<file path="src/rtl/piso_serializer_if.sv">
// rtl/piso_serializer_if.sv - load handshake and serial output bundle for piso_serializer
interface piso_serializer_if #(
  parameter int WIDTH = 8
);
  logic [WIDTH-1:0] data_in;
  logic             load_valid;
  logic             load_ready;
  logic             ser_out;
  logic             ser_valid;
  logic             busy;
  logic             done;

  modport master (
    output data_in, load_valid,
    input  load_ready, ser_out, ser_valid, busy, done
  );

  modport slave (
    input  data_in, load_valid,
    output load_ready, ser_out, ser_valid, busy, done
  );
endinterface

</file>
<file path="src/rtl/piso_serializer.sv">
// rtl/piso_serializer.sv - parallel-in serial-out front end, LSB first, with idle gap
module piso_serializer #(
  parameter int WIDTH = 8,
  parameter int GAP   = 1
) (
  input logic               clk,
  input logic               rst,
  piso_serializer_if.slave  bus
);
  localparam int            CW       = $clog2(WIDTH);
  localparam logic [CW-1:0] LAST_BIT = CW'(WIDTH - 1);
  localparam logic [7:0]    LAST_GAP = (GAP > 0) ? 8'(GAP - 1) : 8'd0;

  typedef enum logic [1:0] {ST_IDLE, ST_SHIFT, ST_GAP} state_t;

  state_t           state, state_n;
  logic [WIDTH-1:0] shift_reg, shift_n;
  logic [CW-1:0]    bit_cnt, bit_n;
  logic [7:0]       gap_cnt, gap_n;

  always_ff @(posedge clk) begin
    if (rst) begin
      state     <= ST_IDLE;
      shift_reg <= '0;
      bit_cnt   <= '0;
      gap_cnt   <= '0;
    end else begin
      state     <= state_n;
      shift_reg <= shift_n;
      bit_cnt   <= bit_n;
      gap_cnt   <= gap_n;
    end
  end

  // Outputs decode registered state only, so there is no input-to-output path.
  always_comb begin
    state_n        = state;
    shift_n        = shift_reg;
    bit_n          = bit_cnt;
    gap_n          = gap_cnt;
    bus.load_ready = 1'b0;
    bus.ser_out    = 1'b0;
    bus.ser_valid  = 1'b0;
    bus.busy       = 1'b0;
    bus.done       = 1'b0;
    case (state)
      ST_IDLE: begin
        bus.load_ready = 1'b1;
        if (bus.load_valid) begin
          shift_n = bus.data_in;
          bit_n   = '0;
          state_n = ST_SHIFT;
        end
      end
      ST_SHIFT: begin
        bus.ser_out   = shift_reg[0];
        bus.ser_valid = 1'b1;
        bus.busy      = 1'b1;
        bus.done      = (bit_cnt == LAST_BIT);
        shift_n       = shift_reg >> 1;
        bit_n         = bit_cnt + CW'(1);
        if (bit_cnt == LAST_BIT) begin
          bit_n   = '0;
          gap_n   = '0;
          state_n = (GAP > 0) ? ST_GAP : ST_IDLE;
        end
      end
      ST_GAP: begin
        bus.busy = 1'b1;
        if (gap_cnt == LAST_GAP) begin
          gap_n   = '0;
          state_n = ST_IDLE;
        end else begin
          gap_n = gap_cnt + 8'd1;
        end
      end
      default: state_n = ST_IDLE;
    endcase
  end
endmodule

</file>
<file path="src/flat_wrapper.sv">
// flat-port wrapper written by rule: the top's interface ports become plain ports
module piso_serializer_flat 
#(
  parameter int WIDTH = 8,
  parameter int GAP   = 1
)
  (clk, rst, bus_data_in, bus_load_valid, bus_load_ready, bus_ser_out, bus_ser_valid, bus_busy, bus_done);
  piso_serializer_if #(.WIDTH(WIDTH)) bus_i ();
  input logic clk;
  input logic rst;
  input wire logic [$bits(bus_i.data_in)-1:0] bus_data_in;
  input wire logic [$bits(bus_i.load_valid)-1:0] bus_load_valid;
  output wire logic [$bits(bus_i.load_ready)-1:0] bus_load_ready;
  output wire logic [$bits(bus_i.ser_out)-1:0] bus_ser_out;
  output wire logic [$bits(bus_i.ser_valid)-1:0] bus_ser_valid;
  output wire logic [$bits(bus_i.busy)-1:0] bus_busy;
  output wire logic [$bits(bus_i.done)-1:0] bus_done;
  assign bus_i.data_in = bus_data_in;
  assign bus_i.load_valid = bus_load_valid;
  assign bus_load_ready = bus_i.load_ready;
  assign bus_ser_out = bus_i.ser_out;
  assign bus_ser_valid = bus_i.ser_valid;
  assign bus_busy = bus_i.busy;
  assign bus_done = bus_i.done;
  piso_serializer #(.WIDTH(WIDTH), .GAP(GAP)) u_core (.clk(clk), .rst(rst), .bus(bus_i));
endmodule
</file>
<file path="config.mk">
export PLATFORM = sky130hd
export DESIGN_NAME = piso_serializer_flat
export DESIGN_NICKNAME = d
export VERILOG_FILES = /design/src/rtl/piso_serializer_if.sv /design/src/rtl/piso_serializer.sv /design/src/flat_wrapper.sv
export SDC_FILE = /design/constraint.sdc
export NUM_CORES = 1
export LEC_CHECK = 0
export BUFFER_PORTS_ARGS = -buffer_cell sky130_fd_sc_hd__buf_2
export CAP_MARGIN = 20
export CORE_UTILIZATION = 32
export CTS_CLUSTER_SIZE = 8
export DETAILED_ROUTE_END_ITERATION = 8
export PLACE_DENSITY = 0.54
export SYNTH_ARGS = -nofsm -noshare
export SYNTH_HDL_FRONTEND = slang
export SYNTH_SLANG_ARGS = --single-unit
</file>
<file path="constraint.sdc">
create_clock -name clk -period 2.94 [get_ports clk]
set_input_delay 0.147 -clock clk [delete_from_list [all_inputs] [get_ports clk]]
set_output_delay 0.147 -clock clk [all_outputs]
set_load 0.005 [all_outputs]
</file>
==> insert_results.sql <==
INSERT INTO impl_metrics (metric_group, metric, value, unit) VALUES
('global_route', 'grt_start_max_net_pins', '18', ''),
('logic_synthesis', 'synthesis.area', '1060', 'um2'),
('setup_path', 'cp.required', '3180', 'ps'),
('placement', 'detailedPlacementHpwl', '1460', 'um'),
('cells_and_area', 'filler_cell_count', '350', ''),
('sta', 'unrepaired_setup_endpoints_after_global_routing', 'no', ''),
('clock_network', 'postCtsHoldBufs', '0', ''),
('cells_and_area', 'num_antenna_cells', '0', ''),
('pwr', 'design_power_total', '0.537', 'mW'),
('logic_synthesis', 'synth-simple-area-share', '20.4', '%'),
('logic_synthesis', 'synth-warning-count', '0', ''),
('clock_network', 'cts_num_sinks', '21', ''),
('logic_synthesis', 'synth_fa_ha_area_share', '8.28', '%'),
('global_route', 'gr-usage-met1', '15.9', '%'),
('floorplanning', 'row_count', '20', ''),
('setup_path', 'max_stage_delay', '490', 'ps'),
('sta', 'clock-skew-final', '4.30', 'ps'),
('setup_path', 'worstSetupPathType', 'flop to flop', ''),
('setup_path', 'worstRegToRegCells', '7', ''),
('floorplanning', 'die_width', '59.5', 'um'),
('setup_path', 'critPathBufInv', '2', ''),
('floorplanning', 'floorplan.initialDensity', '34.1', '%'),
('logic_synthesis', 'fraction_of_post_synthesis_cell_area_in_the_top_cell_type_by_area', '39.8', '%'),
('detailed_routing', 'totalWireLength', '1940', 'um'),
('logic_synthesis', 'synth-seq-cells', '21', ''),
('setup_path', 'critical_path.reg2reg.startpoint', 'u_core.state[1]', ''),
('logic_synthesis', 'synth_compound_gate_area_share', '15.5', '%'),
('cells_and_area', 'multiInputGateArea', '602', 'um2'),
('cells_and_area', 'seqCellArea', '420', 'um2'),
('hold_path', 'hold_path_depth', '3', ''),
('hold_path', 'min_delay_worst_endpoint', 'u_core.state[0]', ''),
('setup_path', 'endpoint_kind', 'flop', ''),
('setup_path', 'startpoint_type', 'flop', ''),
('sta', 'maxClockFrequency', '506', 'MHz'),
('floorplanning', 'die_height', '59.5', 'um'),
('sta', 'max_slew_violation_count', '0', ''),
('clock_network', 'number_of_buffers_inserted_by_post_cts_setup_repair', '0', ''),
('sta', 'tightest_slew', '869', 'ps'),
('clock_network', 'cts.clk_slew.worst_paths', '120', 'ps'),
('logic_synthesis', 'combinational_family_with_the_most_area_after_synthesis', 'simple AND/OR/NAND/NOR gates', ''),
('logic_synthesis', 'synth_area_leader', 'dfxtp_1', ''),
('global_route', 'antenna_found_initial', '0', ''),
('floorplanning', 'core', '3100', 'um2'),
('logic_synthesis', 'yosysUniqueCellTypes', '33', ''),
('setup_path', 'timing.reg2reg.setup_slack', '960', 'ps'),
('pwr', 'pwr_density_cell', '445', 'nW/um2'),
('sta', 'count_of_final_hold_check_violations', '0', ''),
('floorplanning', 'pin_count', '16', ''),
('status', 'run_status', 'complete, no violations', ''),
('logic_synthesis', 'share_of_synthesized_flip_flops_with_an_asynchronous_set_or_reset', '0', '%'),
('clock_network', 'clk_root_buffer_cell', 'clkbuf_4', ''),
('setup_path', 'critical_path_arrival', '2220', 'ps'),
('sta', 'slew_headroom', '41.8', '%'),
('setup_path', 'slowest_stage', 'or4_1', ''),
('clock_network', 'clk_latency', '300', 'ps'),
('detailed_routing', 'avgViaCountPerCell', '4.81', ''),
('cells_and_area', 'final_cell_count_no_fill', '177', ''),
('placement', 'place.gp.congestion', '0.842', ''),
('global_route', 'gr-max-usage-layer', 'met2', ''),
('logic_synthesis', 'primary_flip_flop_cell_chosen_by_synthesis_mapping', 'dfxtp_1', ''),
('clock_network', 'clock_path_buffers', '2', ''),
('placement', 'count_of_buffers_from_port_buffering', '15', ''),
('cells_and_area', 'flow.area_growth_from_synthesis', '14.1', '%'),
('cells_and_area', 'fraction_of_final_layout_cells_with_drive_strength_greater_than_1', '18.0', '%'),
('detailed_routing', 'detailroute.via_count', '851', ''),
('global_route', 'grt_overflow', '0', ''),
('sta', 'finalSetupTns', '0', 'ps'),
('detailed_routing', 'initialDrtViolationCount', '40', ''),
('setup_path', 'path_max_fanout', '17', ''),
('detailed_routing', 'drtPass1Iterations', '4', ''),
('setup_path', 'worstReg2RegEnd', 'u_core.gap_cnt[7]', '');
[layout by cell type, fill, tap and decap left out, types with 2 or more instances in the layout]
master	n
buf_2	15
nand2b_1	3
ha_1	7
a21oi_1	6
dfxtp_1	21
nor3_1	2
nand2_1	7
inv_1	5
clkbuf_4	3
xor2_1	4
and2_1	2
nand3_1	3
mux2i_1	8
a211oi_1	7
nor2_1	21
[per-layer routing]
layer / routed length, um / share of wire (%) / up-vias
met5: 0 / 0 / -
met4: 8 / 0.41 / 0
met3: 53 / 2.7 / 2
met2: 966 / 50 / 8
met1: 908 / 47 / 399
li1: - / - / 442
[metrics by stage]
| stage | setup slack (ps) | utilization, % | hold slack (ps) |
|---|---|---|---|
| 2_1_floorplan | 1170 | - | 219 |
| 6_report | 963 | 38.9 | 149 |
| 3_5_place_dp | 969 | 38.0 | 463 |
| 4_1_cts | 945 | 38.9 | 130 |
| 5_1_grt | 659 | 38.9 | 165 |
| 3_3_place_gp | 1040 | 38.0 | 449 |
[kinds of logic after synthesis]
kind of cell,Yosys count
simple gates,45
buf+inv,9
mux,9
flops,21
compound gates,21
xor+xnor,5
fa+ha+maj,7
[final cells by class]
type | instances | area share [%]
clock buffer | 3 | 1.87
clock inverter | 1 | 0.415
inverter | 5 | 1.56
multi-input combinational | 87 | 49.9
sequential | 21 | 34.9
tap | 44 | 4.56
timing repair buffer | 16 | 6.85
[worst min-delay path: stages]
cell	delay, ps
buf_2	120
nand3b_1	80
a221oi_1	70
[where the power goes]
part | leakage (nW) | switching [mW] | internal (mW)
Combinational | 0.302 | 0.0495 | 0.0382
Sequential | 0.171 | 0.00835 | 0.301
Clock | 0.0177 | 0.0892 | 0.0507
Total | 0.491 | 0.147 | 0.390
[worst max path at each step]
stage / from / slack [ps] / to / cells past startpoint
final: u_core.state[1] / 960 / u_core.gap_cnt[7] / 7
after global routing: u_core.state[0] / 660 / u_core.shift_reg[5] / 6
after CTS: u_core.state[0] / 940 / u_core.shift_reg[0] / 6
after detailed placement: u_core.state[1] / 970 / u_core.shift_reg[0] / 6
after global placement: u_core.state[1] / 1040 / u_core.shift_reg[2] / 7
after floorplan: u_core.state[1] / 1170 / u_core.gap_cnt[7] / 7
(Power assumes the default switching activity.)
